File: src/rtl/keypad_fifo_deco.sv
// Keypad scan-code decoder with a first-word-fall-through key FIFO.
// Define KEYPAD_FIFO_OVF_CNT_EN to add the saturating ovf_count output.
module keypad_fifo_deco #(
  parameter int NCOLS = 4,
  parameter int NROWS = 4,
  parameter int DEPTH = 4,
  localparam int KW = $clog2(NCOLS * NROWS),
  localparam int LW = $clog2(DEPTH + 1)
) (
  input  logic                   clk_27mhz,
  input  logic                   reset_n,
  input  logic                   key_valid,
  input  logic [NCOLS+NROWS-1:0] key_code_raw,
  input  logic                   mode_hex,
  input  logic                   flush,
  output logic                   out_valid,
  input  logic                   out_ready,
  output logic [KW-1:0]          out_value,
  output logic [LW-1:0]          fill_level,
  output logic                   err_invalid,
  output logic                   overflow
`ifdef KEYPAD_FIFO_OVF_CNT_EN
  , output logic [7:0]           ovf_count
`endif
);

  localparam int PW = $clog2(DEPTH);

  logic [NCOLS+NROWS-1:0] hold_code;
  logic                   hold_hex;
  logic                   pending;

  logic [KW-1:0] mem [DEPTH];
  logic [PW-1:0] wr_ptr;
  logic [PW-1:0] rd_ptr;
  logic [LW-1:0] count;

  logic [NCOLS-1:0] col_n;
  logic [NROWS-1:0] row_n;
  logic [3:0]       col_cnt;
  logic [3:0]       row_cnt;
  logic [2:0]       col_idx;
  logic [2:0]       row_idx;
  logic             code_ok;
  logic [KW-1:0]    dec_value;

  logic full;
  logic pop;
  logic push;
  logic ovf_cond;

  function automatic logic [3:0] hex_map(input logic [1:0] col, input logic [1:0] row);
    logic [3:0] v;
    case ({col, row})
      4'h0: v = 4'h1;  4'h1: v = 4'h4;  4'h2: v = 4'h7;  4'h3: v = 4'hE;
      4'h4: v = 4'h2;  4'h5: v = 4'h5;  4'h6: v = 4'h8;  4'h7: v = 4'h0;
      4'h8: v = 4'h3;  4'h9: v = 4'h6;  4'hA: v = 4'h9;  4'hB: v = 4'hF;
      4'hC: v = 4'hA;  4'hD: v = 4'hB;  4'hE: v = 4'hC;  default: v = 4'hD;
    endcase
    return v;
  endfunction

  // Active-low code: a legal press pulls exactly one column and one row low.
  always_comb begin
    col_n   = hold_code[NCOLS+NROWS-1:NROWS];
    row_n   = hold_code[NROWS-1:0];
    col_cnt = '0;
    row_cnt = '0;
    col_idx = '0;
    row_idx = '0;
    for (int c = 0; c < NCOLS; c++) begin
      if (!col_n[c]) begin
        col_cnt = col_cnt + 4'd1;
        col_idx = 3'(c);
      end
    end
    for (int r = 0; r < NROWS; r++) begin
      if (!row_n[r]) begin
        row_cnt = row_cnt + 4'd1;
        row_idx = 3'(r);
      end
    end
    code_ok = (col_cnt == 4'd1) && (row_cnt == 4'd1);
    if (NCOLS == 4 && NROWS == 4 && hold_hex)
      dec_value = KW'(hex_map(col_idx[1:0], row_idx[1:0]));
    else
      dec_value = KW'(int'(col_idx) * NROWS + int'(row_idx));
  end

  assign out_valid  = (count != '0);
  assign full       = (count == LW'(DEPTH));
  assign pop        = out_valid & out_ready & ~flush;
  assign push       = pending & code_ok & ~flush & (~full | pop);
  assign ovf_cond   = pending & code_ok & ~flush & full & ~pop;
  assign out_value  = out_valid ? mem[rd_ptr] : '0;
  assign fill_level = count;

  always_ff @(posedge clk_27mhz) begin
    if (push) mem[wr_ptr] <= dec_value;
  end

  always_ff @(posedge clk_27mhz or negedge reset_n) begin
    if (!reset_n) begin
      hold_code   <= '1;
      hold_hex    <= 1'b0;
      pending     <= 1'b0;
      wr_ptr      <= '0;
      rd_ptr      <= '0;
      count       <= '0;
      err_invalid <= 1'b0;
      overflow    <= 1'b0;
    end else begin
      pending <= key_valid & ~flush;
      if (key_valid) begin
        hold_code <= key_code_raw;
        hold_hex  <= mode_hex;
      end
      err_invalid <= pending & ~code_ok & ~flush;
      overflow    <= ovf_cond;
      if (flush) begin
        wr_ptr <= '0;
        rd_ptr <= '0;
        count  <= '0;
      end else begin
        if (push) wr_ptr <= wr_ptr + PW'(1);
        if (pop)  rd_ptr <= rd_ptr + PW'(1);
        if (push && !pop)      count <= count + LW'(1);
        else if (pop && !push) count <= count - LW'(1);
      end
    end
  end

`ifdef KEYPAD_FIFO_OVF_CNT_EN
  always_ff @(posedge clk_27mhz or negedge reset_n) begin
    if (!reset_n)                         ovf_count <= 8'd0;
    else if (flush)                       ovf_count <= 8'd0;
    else if (ovf_cond && ovf_count != 8'hFF) ovf_count <= ovf_count + 8'd1;
  end
`endif

endmodule

File: config.mk
export PLATFORM = sky130hd
export DESIGN_NAME = keypad_fifo_deco
export DESIGN_NICKNAME = d
export VERILOG_FILES = /design/src/rtl/keypad_fifo_deco.sv
export SDC_FILE = /design/constraint.sdc
export NUM_CORES = 1
export LEC_CHECK = 0
export ABC_AREA = 1
export BUFFER_PORTS_ARGS = -buffer_cell sky130_fd_sc_hd__buf_4
export CAP_MARGIN = 10
export CORE_ASPECT_RATIO = 1.5
export CORE_MARGIN = 4
export CORE_UTILIZATION = 40
export CTS_BUF_LIST = sky130_fd_sc_hd__clkbuf_4 sky130_fd_sc_hd__clkbuf_8
export DETAILED_ROUTE_END_ITERATION = 8
export GPL_ROUTABILITY_DRIVEN = 1
export PLACE_DENSITY_LB_ADDON = 0.15
export SLEW_MARGIN = 0
export SYNTH_ARGS = -nofsm -noshare
export SYNTH_HDL_FRONTEND = slang
export SYNTH_SLANG_ARGS = --single-unit
File: constraint.sdc
create_clock -name clk_27mhz -period 2.6 [get_ports clk_27mhz]
set_input_delay 0.52 -clock clk_27mhz [delete_from_list [all_inputs] [get_ports clk_27mhz]]
set_output_delay 0.52 -clock clk_27mhz [all_outputs]
set_load 0.005 [all_outputs]
==> metrics.txt <==
# TYPE chip_impl_metric gauge
chip_impl_metric{name="final-hold-violation-count",unit=""} 0
chip_impl_info{name="most-common-layout-cells",value="sky130_fd_sc_hd__nand2_1 (55), sky130_fd_sc_hd__buf_4 (48), sky130_fd_sc_hd__nor2_1 (30), sky130_fd_sc_hd__inv_1 (28), sky130_fd_sc_hd__o21ai_0 (25)"} 1
chip_impl_metric{name="post-route-drc-count",unit=""} 0
chip_impl_metric{name="n_antenna_cell",unit=""} 0
chip_impl_metric{name="fin_total_pwr",unit="mW"} 1.90
chip_impl_metric{name="max_cap_viol_count",unit=""} 0
chip_impl_metric{name="synth_seq_cells",unit=""} 35
chip_impl_metric{name="track_usage",unit="%"} 15.4
chip_impl_metric{name="clk_transition_reported_paths",unit="ns"} 0.07
chip_impl_metric{name="crit_arrival",unit="ns"} 2.80
chip_impl_metric{name="finish.utilization",unit="%"} 55.4
chip_impl_metric{name="synthToLayoutAreaGrowth",unit="%"} 31.9
chip_impl_metric{name="clock_insertion_delay_worst_skew",unit="ns"} 0.29
chip_impl_metric{name="die_h",unit="µm"} 95.7
chip_impl_metric{name="clock_tree.buffer_depth",unit=""} 2
chip_impl_info{name="area_contributors_post_synth",value="sky130_fd_sc_hd__edfxtp_1 (23%), sky130_fd_sc_hd__dfrtp_1 (13%), sky130_fd_sc_hd__nand2_1 (11%)"} 1
chip_impl_info{name="tritoncts",value="yes"} 1
chip_impl_metric{name="routed_wire_length_per_instance",unit="µm"} 11.5
chip_impl_metric{name="timing.critical_path.fanout_max",unit=""} 3
chip_impl_metric{name="cts_buffers",unit=""} 5
chip_impl_metric{name="grt_max_degree",unit=""} 20
chip_impl_metric{name="initial_core_util",unit="%"} 42.0
chip_impl_metric{name="final.period_utilization",unit="%"} 99.3
chip_impl_metric{name="synthesis.area",unit="mm²"} 0.00205
chip_impl_metric{name="full_die_area",unit="mm²"} 0.00637
chip_impl_metric{name="critPathRequiredTime",unit="ns"} 2.82
chip_impl_metric{name="globalplace.congestion",unit=""} 0.772
chip_impl_metric{name="die_width",unit="µm"} 66.5
chip_impl_metric{name="grt_pass1_wl",unit="µm"} 7520
chip_impl_metric{name="synth_cell_type_count",unit=""} 29
chip_impl_metric{name="relSlewSlack",unit="%"} 57.7
chip_impl_metric{name="mappedNetlistNets",unit=""} 278
chip_impl_metric{name="grt.overflow.total",unit=""} 0
chip_impl_metric{name="synth_top_area_share",unit="%"} 23.4
chip_impl_metric{name="synth_seq_area_share",unit="%"} 47.0
chip_impl_metric{name="postCtsHoldBufs",unit=""} 0
chip_impl_info{name="setup.worst_path.class",value="reg2reg"} 1
chip_impl_info{name="startpoint_type",value="flop"} 1
chip_impl_metric{name="number_of_standard_cell_rows_in_the_floorplan",unit=""} 31
chip_impl_metric{name="postRouteWirelength",unit="µm"} 4260
chip_impl_metric{name="pwr_density_cell",unit="mW/mm²"} 703
chip_impl_metric{name="num_vias",unit=""} 1718
chip_impl_info{name="synth_area_leader_cell",value="sky130_fd_sc_hd__edfxtp_1"} 1
chip_impl_metric{name="synthesis.area_per_instance",unit="µm²"} 8.12
chip_impl_info{name="rsz0062_at_grt",value="true"} 1
chip_impl_metric{name="post_drt_via_cell_ratio",unit=""} 4.63
chip_impl_info{name="clock_tree.root_cell",value="sky130_fd_sc_hd__clkbuf_8"} 1
chip_impl_metric{name="worst_slew_pin_slew",unit="ns"} 0.627
chip_impl_metric{name="finalMaxSlewViolations",unit=""} 0
chip_impl_metric{name="core-area",unit="mm²"} 0.00489
chip_impl_metric{name="finalSetupViolCount",unit=""} 0
chip_impl_info{name="hold_removal_path_class",value="in2async"} 1
chip_impl_metric{name="share_of_cells_above_drive_strength_1",unit="%"} 34.8
chip_impl_metric{name="antenna_left",unit=""} 0
chip_impl_metric{name="num-nets-final",unit=""} 329
chip_impl_metric{name="clock_skew",unit="ns"} 0.00557
chip_impl_metric{name="clock_sinks",unit=""} 35
chip_impl_metric{name="grt_pass1_vias",unit=""} 1724
chip_impl_metric{name="ir_drop",unit="µV"} 413
chip_impl_info{name="worstSetupEndpointType",value="flop"} 1
chip_impl_metric{name="first_iter_violations",unit=""} 86
chip_impl_metric{name="place.port_buffers",unit=""} 23
chip_impl_metric{name="synthCells",unit=""} 253
chip_impl_metric{name="design.portCount",unit=""} 24
chip_impl_metric{name="dr.pass1.iters",unit=""} 4
chip_impl_info{name="mostFrequentLayoutCell",value="sky130_fd_sc_hd__nand2_1"} 1
chip_impl_metric{name="ys.warnings.count",unit=""} 0
chip_impl_metric{name="dp.final_hpwl",unit="µm"} 3240
chip_impl_metric{name="achievable-frequency",unit="MHz"} 387
chip_impl_info{name="run_status",value="finished clean"} 1
chip_impl_metric{name="grt_antenna_before_repair",unit=""} 0
chip_impl_metric{name="cts_max_level",unit=""} 2
chip_impl_metric{name="power_leakage",unit="nW"} 1.27
chip_impl_metric{name="period_needed",unit="ns"} 2.58
==> final cells by class <==
type	instances	area, µm²
fillers	477	2180
multi-input cells	172	1000
flip-flops and latches	35	966
repair buffers	48	360
inverters	42	160
well taps	66	82.6
clock buffers	5	68.8
clock inverters	3	67.6
==> flip-flops by register name, indices dropped and copies added (netlist names) <==
name and cells:
mem 16, pending 1, hold_hex 1, hold_code 8
overflow 1, fill_level 3, rd_ptr 2, wr_ptr 2
err_invalid 1
==> Yosys cell counts <==
cell type	n
sky130_fd_sc_hd__nand2_1	58
sky130_fd_sc_hd__inv_1	35
sky130_fd_sc_hd__nor2_1	35
sky130_fd_sc_hd__o21ai_0	25
sky130_fd_sc_hd__edfxtp_1	16
sky130_fd_sc_hd__dfrtp_1	11
sky130_fd_sc_hd__nand3_1	11
sky130_fd_sc_hd__ha_1	10
sky130_fd_sc_hd__dfstp_2	8
sky130_fd_sc_hd__a21oi_1	7
sky130_fd_sc_hd__inv_2	6
sky130_fd_sc_hd__nor2_2	4
sky130_fd_sc_hd__clkbuf_1	3
sky130_fd_sc_hd__nand2_2	3
sky130_fd_sc_hd__nand2_4	3
sky130_fd_sc_hd__o21ai_1	3
sky130_fd_sc_hd__nand3b_1	2
sky130_fd_sc_hd__xnor2_1	2
sky130_fd_sc_hd__a22o_1	1
sky130_fd_sc_hd__buf_6	1
sky130_fd_sc_hd__clkinv_2	1
sky130_fd_sc_hd__fa_1	1
sky130_fd_sc_hd__nand3_2	1
sky130_fd_sc_hd__nand4_1	1
sky130_fd_sc_hd__nand4_2	1
sky130_fd_sc_hd__nor2_4	1
sky130_fd_sc_hd__o211ai_1	1
sky130_fd_sc_hd__o22ai_1	1
sky130_fd_sc_hd__xor2_1	1
==> layer usage <==
layer,share of wire (%),global-route usage (%),vias up
met1,38,17.2,776
met4,2.4,6.27,0
met3,3.7,2.92,10
met5,0,0,-
li1,-,-,899
met2,56,28.1,33
==> logic make-up after synthesis <==
logic type                 after synthesis  share of synthesized area (%)
and+or+nand+nor                        120                           26.1
DFF                                     35                           47.0
AOI/OAI and AO/OA                       38                           9.63
adders and majority gates               11                           7.07
xor gates and xnor gates                 3                           1.28
buffers and inverters                   46                           8.84
==> worst max-delay path: stages, from the launching register on <==
cell and delay, ns:
sky130_fd_sc_hd__dfstp_2 0.55, sky130_fd_sc_hd__inv_2 0.06, sky130_fd_sc_hd__ha_4 0.29, sky130_fd_sc_hd__xnor2_4 0.11, sky130_fd_sc_hd__ha_2 0.28, sky130_fd_sc_hd__nand3b_1 0.15, sky130_fd_sc_hd__nand2_1 0.08, sky130_fd_sc_hd__nand2_1 0.06
sky130_fd_sc_hd__nor2_2 0.11, sky130_fd_sc_hd__nand4_2 0.10, sky130_fd_sc_hd__inv_2 0.07, sky130_fd_sc_hd__fa_2 0.42, sky130_fd_sc_hd__nor2_1 0.11, sky130_fd_sc_hd__nand2_1 0.06, sky130_fd_sc_hd__o21ai_1 0.06
==> stage by stage <==
stage	setup slack (ns)	setup TNS (ns)	hold slack (ns)	instance area, µm²	cells
global route	-0.151	-0.359	0.106	2710	371
global placement	-0.0432	-0.0743	0.414	2470	356
floorplan	-0.00996	-0.00996	0.224	2100	253
CTS	0.00850	0	0.101	2640	366
finish	0.0173	0	0.0979	2710	371
detailed placement	-0.0585	-0.108	0.414	2470	356
==> timing repair <==
item                                    in CTS  in global routing
cloned                                       0                  0
setup buffers                                2                  5
pin swaps                                    6                  6
endpoints found under the setup margin       2                 19
hold endpoints to repair                     0                  0
resized for setup                            4                  9
==> where the power goes <==
| group | total [mW] | internal, mW | leakage, nW | switching (mW) |
|---|---|---|---|---|
| clock | 0.587 | 0.382 | 0.0644 | 0.205 |
| sequential | 0.681 | 0.633 | 0.373 | 0.0480 |
| combinational | 0.636 | 0.304 | 0.834 | 0.332 |
| total | 1.90 | 1.32 | 1.27 | 0.585 |
==> worst paths after layout <==
path | cells after the start | end | slack (ns) | startpoint
max | 14 | fill_level[1] | 0.02 | hold_code[5]
max reg2reg | 14 | fill_level[1] | 0.02 | hold_code[5]
min | 1 | err_invalid | 0.1 | reset_n
min in group clk_27mhz | 2 | rd_ptr[1] | 0.44 | flush
min reg2reg | 2 | fill_level[0] | 0.51 | fill_level[0]
max in group asynchronous | 1 | hold_code[0] | 2.23 | reset_n
(Power assumes the default switching activity.)
